==> src/rtl/mr_reorder_pkg.sv <==
// Shared constants for the digit-reversal reorder buffer: mode encoding,
// per-mode frame length, digit radices and address weights, bank states.
package mr_reorder_pkg;

    localparam int CW = 6;

    typedef enum logic [1:0] {
        MODE_IDENT = 2'd0,
        MODE_R33   = 2'd1,
        MODE_R53   = 2'd2,
        MODE_R335  = 2'd3
    } mode_t;

    typedef enum logic [1:0] {
        BANK_EMPTY    = 2'd0,
        BANK_FILLING  = 2'd1,
        BANK_FULL     = 2'd2,
        BANK_DRAINING = 2'd3
    } bank_state_t;

    // Tables are indexed by mode; literal order is {R335, R53, R33, IDENT}.
    // MAXn = radix-1 of digit n, Wn = address weight of digit n,
    // Bn = Wn*(radix-1), the amount removed when digit n wraps.
    localparam logic [3:0][CW-1:0] N_TBL    = {6'd45, 6'd15, 6'd9,  6'd45};
    localparam logic [3:0][CW-1:0] MAX0_TBL = {6'd2,  6'd4,  6'd2,  6'd44};
    localparam logic [3:0][CW-1:0] MAX1_TBL = {6'd2,  6'd2,  6'd2,  6'd0};
    localparam logic [3:0][CW-1:0] MAX2_TBL = {6'd4,  6'd0,  6'd0,  6'd0};
    localparam logic [3:0][CW-1:0] W0_TBL   = {6'd15, 6'd3,  6'd3,  6'd1};
    localparam logic [3:0][CW-1:0] W1_TBL   = {6'd5,  6'd1,  6'd1,  6'd0};
    localparam logic [3:0][CW-1:0] W2_TBL   = {6'd1,  6'd0,  6'd0,  6'd0};
    localparam logic [3:0][CW-1:0] B0_TBL   = {6'd30, 6'd12, 6'd6,  6'd44};
    localparam logic [3:0][CW-1:0] B1_TBL   = {6'd10, 6'd2,  6'd2,  6'd0};

endpackage

==> src/rtl/mr_reorder_buf_if.sv <==
// Sample stream bundle for the reorder buffer: input side (natural order)
// and output side (digit-reversed order) plus the frame mode select.
interface mr_reorder_buf_if #(
    parameter int DATA_W = 16
);
    // Both sides: a beat transfers only in a cycle where valid and ready are
    // both high; a source holds valid and its payload until that happens.
    logic [1:0]        mode;
    logic              in_valid;
    logic [DATA_W-1:0] in_data;
    logic              in_ready;
    logic              out_valid;
    logic [DATA_W-1:0] out_data;
    logic              out_last;
    logic              out_ready;

    modport master (
        output mode, in_valid, in_data, out_ready,
        input  in_ready, out_valid, out_data, out_last
    );

    modport slave (
        input  mode, in_valid, in_data, out_ready,
        output in_ready, out_valid, out_data, out_last
    );
endinterface

==> src/rtl/mr_digit_rev_cnt.sv <==
// Write-address generator: three mixed-radix digit counters drive a weighted
// accumulator so the address follows the digit-reversed permutation.
module mr_digit_rev_cnt
    import mr_reorder_pkg::*;
#(
    parameter int ADDR_W = 6
) (
    input  logic              clk,
    input  logic              rst_n,
    input  logic              clear,
    input  logic              step,
    input  mode_t             mode,
    output logic [ADDR_W-1:0] addr,
    output logic              last
);
    logic [CW-1:0]     d0, d1, d2;
    logic [CW-1:0]     d0_n, d1_n, d2_n;
    logic [ADDR_W-1:0] addr_n;

    assign last = (d0 == MAX0_TBL[mode]) && (d1 == MAX1_TBL[mode]) &&
                  (d2 == MAX2_TBL[mode]);

    // A wrapping digit removes its accumulated weight and the next digit
    // adds its own; the frame-final step is handled by clear.
    always_comb begin
        d0_n   = d0;
        d1_n   = d1;
        d2_n   = d2;
        addr_n = addr;
        if (d0 != MAX0_TBL[mode]) begin
            d0_n   = d0 + 1'b1;
            addr_n = addr + ADDR_W'(W0_TBL[mode]);
        end else if (d1 != MAX1_TBL[mode]) begin
            d0_n   = '0;
            d1_n   = d1 + 1'b1;
            addr_n = addr - ADDR_W'(B0_TBL[mode]) + ADDR_W'(W1_TBL[mode]);
        end else begin
            d0_n   = '0;
            d1_n   = '0;
            d2_n   = d2 + 1'b1;
            addr_n = addr - ADDR_W'(B0_TBL[mode]) - ADDR_W'(B1_TBL[mode]) +
                     ADDR_W'(W2_TBL[mode]);
        end
    end

    always_ff @(posedge clk or negedge rst_n) begin
        if (!rst_n) begin
            d0   <= '0;
            d1   <= '0;
            d2   <= '0;
            addr <= '0;
        end else if (clear) begin
            d0   <= '0;
            d1   <= '0;
            d2   <= '0;
            addr <= '0;
        end else if (step) begin
            d0   <= d0_n;
            d1   <= d1_n;
            d2   <= d2_n;
            addr <= addr_n;
        end
    end
endmodule

==> src/rtl/mr_reorder_buf.sv <==
// Ping-pong frame reorder buffer: frames are written in permuted address
// order and read back sequentially through a registered output stage.
module mr_reorder_buf
    import mr_reorder_pkg::*;
#(
    parameter int DATA_W = 16,
    parameter int MAX_N  = 45,
    parameter int ADDR_W = 6
) (
    input  logic            clk,
    input  logic            rst_n,
    mr_reorder_buf_if.slave bus,
    output logic [3:0]      bank_states
);
    logic [DATA_W-1:0] mem [2][MAX_N];
    bank_state_t       state [2];
    mode_t             bank_mode [2];

    logic              run;
    logic              wr_ptr, rd_ptr;
    logic [ADDR_W-1:0] wr_addr, rd_addr;
    logic              wr_last;
    mode_t             wr_mode;
    logic              in_ready, wr_fire, wr_done;
    logic              out_valid, out_last, out_fire;
    logic [DATA_W-1:0] out_data;
    logic              ld_bank, ld_avail, ld, ld_last;

    assign in_ready = run && (state[wr_ptr] == BANK_EMPTY || state[wr_ptr] == BANK_FILLING);
    assign wr_fire  = bus.in_valid && in_ready;
    assign wr_done  = wr_fire && wr_last;
    // The live mode only steers the first beat; after that the bank's copy rules.
    assign wr_mode  = (state[wr_ptr] == BANK_EMPTY) ? mode_t'(bus.mode) : bank_mode[wr_ptr];

    // While the output register holds a frame's last word, the next load
    // comes from the other bank so back-to-back frames have no bubble.
    assign out_fire = out_valid && bus.out_ready;
    assign ld_bank  = (out_valid && out_last) ? !rd_ptr : rd_ptr;
    assign ld_avail = (state[ld_bank] == BANK_FULL) || (state[ld_bank] == BANK_DRAINING) ||
                      (wr_done && (wr_ptr == ld_bank));
    assign ld       = (!out_valid || bus.out_ready) && ld_avail;
    assign ld_last  = (rd_addr == ADDR_W'(N_TBL[bank_mode[ld_bank]]) - 1'b1);

    mr_digit_rev_cnt #(.ADDR_W(ADDR_W)) u_wr_cnt (
        .clk   (clk),
        .rst_n (rst_n),
        .clear (wr_done),
        .step  (wr_fire),
        .mode  (wr_mode),
        .addr  (wr_addr),
        .last  (wr_last)
    );

    always_ff @(posedge clk) begin
        if (wr_fire) begin
            mem[wr_ptr][wr_addr] <= bus.in_data;
        end
    end

    // Read-side updates come last so a load wins over a same-cycle FULL.
    always_ff @(posedge clk or negedge rst_n) begin
        if (!rst_n) begin
            run          <= 1'b0;
            wr_ptr       <= 1'b0;
            rd_ptr       <= 1'b0;
            rd_addr      <= '0;
            state[0]     <= BANK_EMPTY;
            state[1]     <= BANK_EMPTY;
            bank_mode[0] <= MODE_IDENT;
            bank_mode[1] <= MODE_IDENT;
            out_valid    <= 1'b0;
            out_last     <= 1'b0;
            out_data     <= '0;
        end else begin
            run <= 1'b1;
            if (wr_fire) begin
                if (state[wr_ptr] == BANK_EMPTY) begin
                    bank_mode[wr_ptr] <= wr_mode;
                end
                state[wr_ptr] <= wr_last ? BANK_FULL : BANK_FILLING;
                if (wr_last) begin
                    wr_ptr <= !wr_ptr;
                end
            end
            if (out_fire && out_last) begin
                state[rd_ptr] <= BANK_EMPTY;
                rd_ptr        <= !rd_ptr;
            end
            if (ld) begin
                state[ld_bank] <= BANK_DRAINING;
                out_data       <= mem[ld_bank][rd_addr];
                out_last       <= ld_last;
                out_valid      <= 1'b1;
                rd_addr        <= ld_last ? '0 : rd_addr + 1'b1;
            end else if (out_fire) begin
                out_valid <= 1'b0;
                out_last  <= 1'b0;
            end
        end
    end

    assign bus.in_ready  = in_ready;
    assign bus.out_valid = out_valid;
    assign bus.out_data  = out_data;
    assign bus.out_last  = out_last;
    assign bank_states   = {state[1], state[0]};
endmodule
==> src/flat_wrapper.sv <==
// flat-port wrapper written by rule: the top's interface ports become plain ports
module mr_reorder_buf_flat import mr_reorder_pkg::*;
#(
    parameter int DATA_W = 16,
    parameter int MAX_N  = 45,
    parameter int ADDR_W = 6
)
  (clk, rst_n, bank_states, bus_mode, bus_in_valid, bus_in_data, bus_out_ready, bus_in_ready, bus_out_valid, bus_out_data, bus_out_last);
  mr_reorder_buf_if #(.DATA_W(DATA_W)) bus_i ();
  input  logic clk;
  input  logic rst_n;
  output logic [3:0] bank_states;
  input wire logic [$bits(bus_i.mode)-1:0] bus_mode;
  input wire logic [$bits(bus_i.in_valid)-1:0] bus_in_valid;
  input wire logic [$bits(bus_i.in_data)-1:0] bus_in_data;
  input wire logic [$bits(bus_i.out_ready)-1:0] bus_out_ready;
  output wire logic [$bits(bus_i.in_ready)-1:0] bus_in_ready;
  output wire logic [$bits(bus_i.out_valid)-1:0] bus_out_valid;
  output wire logic [$bits(bus_i.out_data)-1:0] bus_out_data;
  output wire logic [$bits(bus_i.out_last)-1:0] bus_out_last;
  assign bus_i.mode = bus_mode;
  assign bus_i.in_valid = bus_in_valid;
  assign bus_i.in_data = bus_in_data;
  assign bus_i.out_ready = bus_out_ready;
  assign bus_in_ready = bus_i.in_ready;
  assign bus_out_valid = bus_i.out_valid;
  assign bus_out_data = bus_i.out_data;
  assign bus_out_last = bus_i.out_last;
  mr_reorder_buf #(.DATA_W(DATA_W), .MAX_N(MAX_N), .ADDR_W(ADDR_W)) u_core (.clk(clk), .rst_n(rst_n), .bus(bus_i), .bank_states(bank_states));
endmodule
==> config.mk <==
export PLATFORM = sky130hd
export DESIGN_NAME = mr_reorder_buf_flat
export DESIGN_NICKNAME = d
export VERILOG_FILES = /design/src/rtl/mr_reorder_pkg.sv /design/src/rtl/mr_reorder_buf_if.sv /design/src/rtl/mr_digit_rev_cnt.sv /design/src/rtl/mr_reorder_buf.sv /design/src/flat_wrapper.sv
export SDC_FILE = /design/constraint.sdc
export NUM_CORES = 2
export LEC_CHECK = 0
export CORE_ASPECT_RATIO = 0.7
export CORE_MARGIN = 4
export CORE_UTILIZATION = 55
export DETAILED_ROUTE_END_ITERATION = 6
export PLACE_DENSITY = 0.69
export SLEW_MARGIN = 10
export SYNTH_ARGS = -nofsm -noshare
export SYNTH_HDL_FRONTEND = slang
export SYNTH_HIERARCHICAL = 1
export SYNTH_SLANG_ARGS = --single-unit
export TNS_END_PERCENT = 20
==> constraint.sdc <==
create_clock -name clk -period 4.7 [get_ports clk]
set_input_delay 0.705 -clock clk [delete_from_list [all_inputs] [get_ports clk]]
set_output_delay 0.705 -clock clk [all_outputs]
set_load 0.1 [all_outputs]
==> reports/metrics.yaml <==
outcome:
  status: "finished clean"
grt:
  grt_overflow: 0
  grt_pass1_vias: 32697
  grt_pass1_wl_mm: 232
  grt_usage_pct: 27.7
  grt_max_degree: 91
  antenna_found_initial: 2
clock_network:
  ctsResizeCount: 0
  cts_made_buffers: 140
  cts_setup_buffers: 0
  clkTransAtPathRegs_ns: 0.07
  holdBufCountCts: 0
  cts_buffer_depth: 3
  root_buffer: "clkbuf_16"
  cts_tree: "yes"
  insertion_delay_ns: 0.75
  cts_num_sinks: 1499
  htreeDepth: 4
hold_path:
  hold_class: "input pin to asynchronous set/reset pin"
sta:
  grt_setup_unrepaired: "no"
  setup_viol: 0
  worst_pin_slew_ns: 1.21
  tns_ns: 0
  max_freq_ghz: 0.233
  maxSlewHeadroom_pct: 19.1
  report.final.slew_viol_count: 0
  skew_ns: 0.0297
  period_minus_slack_ns: 4.30
  finalCritPeriodShare_pct: 91.5
  finalHoldViolCount: 0
  worst_hold_slack_ns: 0.0997
routing:
  wl_per_cell_um: 29.9
  drc_errors: 0
  final_antenna_net_count: 0
  via_per_inst: 6.54
  dr.first_iter.drc_count: 5290
  vias: 34794
  routed_wl_mm: 159
  dr.pass1.iters: 5
final_layout:
  regArea_sq_mm: 0.0447
  drive_above_1_share_pct: 16.9
  fin_nets: 3831
  areaGrowthSynthToFinish_pct: 12.6
  multiInputGateArea_sq_mm: 0.0139
  fill_cells: 7398
yosys:
  synth_ff_type: "edfxtp_1"
  netlist-cell-type-count: 90
  synth_area_leaders: "edfxtp_1 (72%), mux4_2 (6.4%), nand2_1 (3.1%)"
  synth-edff-count: 1440
  synth_nets: 3632
  synthArstFlopShare_pct: 3.94
  synth_top_area_cell: "edfxtp_1"
  synthCells: 3585
  seq_area_frac_synth_pct: 74.9
  synth_top_area_share_pct: 72.4
  syn_area_per_cell_sq_um: 16.7
  synth_area_sq_mm: 0.0597
  yosys_register_bits: 1499
  ys_warn_count: 6
power:
  pwr_density_cell_mw_per_mm2: 494
  p_leak_nw: 22.5
  ir_drop_v: 0.000373
setup_path:
  critPathArrivalTime_ns: 4.92
  worstPathMaxFanout: 15
  end_kind: "flop"
  reg2reg_slack_ns: 0.40
  critical_path.cell_chain: "nor2_1 > a21oi_1 > nor2_1 > a21oi_1 > nand2_1 > or4_4 > a211oi_2 > and4_1 > nand2_1 > o21ai_2 > nand2_1 > nor2_1 > o21ai_0 > o311ai_1"
  slowest_delay_ns: 0.51
  critPathRequiredTime_ns: 5.32
  worst_setup_path_start_kind: "flop"
  crit_type: "flop to flop"
  slowest_stage: "a21oi_1"
floorplanning:
  start_util_pct: 55.8
  die_area_sq_mm: 0.114
  io_pins: 45
  core_sq_mm: 0.107
  rows: 100
  die_h_um: 284
  die_w_um: 402
flow_run:
  drv_cap: 0
placed_design:
  post-dp-hpwl_mm: 95.9
  gp_congestion: 0.951
  placement.io_buffers: 44
==> per-stage QoR <==
| step | instances | setup WS [ns] | power [W] | util [%] | area (sq um) |
|---|---|---|---|---|---|
| detailed placement | 5070 | 0.146 | 0.0220 | 58.6 | 62700 |
| global route | 5314 | 0.0736 | 0.0343 | 62.8 | 67200 |
| CTS | 5314 | 0.547 | 0.0332 | 62.8 | 67200 |
| finish | 5317 | 0.399 | 0.0332 | 62.9 | 67200 |
| global placement | 5070 | 0.358 | 0.0220 | 58.6 | 62700 |
| floorplan | 3585 | 0.288 | 0.0194 | - | 59700 |
==> Yosys cell counts (all sizes together), types with 25 or more instances <==
| master | instances |
|---|---|
| nand3 | 108 |
| and3 | 25 |
| a21oi | 129 |
| a32oi | 36 |
| buf | 88 |
| a211oi | 36 |
| dfrtp | 59 |
| o21ai | 99 |
| nor2 | 178 |
| mux2i | 133 |
| mux4 | 173 |
| a31oi | 59 |
| clkbuf | 120 |
| nand2 | 493 |
| edfxtp | 1440 |
| o22ai | 36 |
==> sequential cells by signal, summed over array words and instances, names as in the netlist <==
signal	cells
u_core/mem	1440
u_core/bus.out_data	16
u_core/rd_addr	6
u_core/u_wr_cnt/addr	6
u_core/u_wr_cnt/d0	6
u_core/u_wr_cnt/d1	6
u_core/u_wr_cnt/d2	6
u_core/bank_mode	4
u_core/bank_states	4
u_core/bus.out_last	1
u_core/bus.out_valid	1
u_core/rd_ptr	1
u_core/run	1
u_core/wr_ptr	1
==> per-layer routing <==
layer	wire [um]	track usage [%]	part of all wire [%]	up-vias
met4	4870	8.93	3.1	2
met3	21300	7.73	13	307
li1	-	-	-	14521
met5	13	0	0.0082	-
met2	67900	38.4	43	2309
met1	64900	42.9	41	17655
==> cell families after synthesis <==
logic type | share of synthesized area [%]
xor gates and xnor gates | 0.480
buffers and inverters | 1.99
and+or+nand+nor | 6.81
AOI/OAI and AO/OA | 6.16
DFF | 74.9
other | 0.00628
muxes | 9.12
adders and majority gates | 0.536
==> worst max-delay path, delay by kind of cell (launching register included) <==
family | cells | cell delay [ns]
compound gates | 6 | 1.77
simple gates | 8 | 1.99
flops | 1 | 0.42
==> final timing paths <==
path,from,to,depth (start not counted)
max,u_core/bank_states[3]$_DFF_PN0_,u_core/bus.out_data[3]$_DFFE_PN0N_,14
min,rst_n,u_core/u_wr_cnt/d1[2]$_DFFE_PN0P_,1
max reg2reg,u_core/bank_states[3]$_DFF_PN0_,u_core/bus.out_data[3]$_DFFE_PN0N_,14
min reg2reg,u_core/u_wr_cnt/d1[5]$_DFFE_PN0P_,u_core/u_wr_cnt/d1[5]$_DFFE_PN0P_,2
max in group asynchronous,rst_n,u_core/rd_addr[0]$_DFFE_PN0N_,2
min in group clk,bus_in_data[3],u_core/mem[1][339]$_DFFE_PP_,1
==> final cells by class <==
| cell class | count | share of cell area (%) |
|---|---|---|
| multi-input cells | 1855 | 20.6 |
| clock buffers | 163 | 5.40 |
| diodes | 3 | 0.0112 |
| well taps | 1428 | 2.66 |
| inverters | 23 | 0.128 |
| clock inverters | 81 | 1.30 |
| flip-flops and latches | 1499 | 66.5 |
| repair buffers | 265 | 3.36 |
==> layout by cell type (no fill, tap or decap), drive strengths merged, types with 52 or more instances in the layout <==
master and n:
nand3 108, buf 238, a21oi 129, nand2 493, clkbuf 163, a31oi 59
nor2 178, clkinv 52, edfxtp 1440, dfrtp 59, mux2i 133, o21ai 99
mux4 173
==> power by group <==
group          internal (W)  leakage (nW)  switching (W)
logic               0.00225          6.62        0.00452
registers            0.0148          13.6       0.000295
clock network       0.00647          2.19        0.00484
No activity file was read; power rests on OpenSTA's default activity.
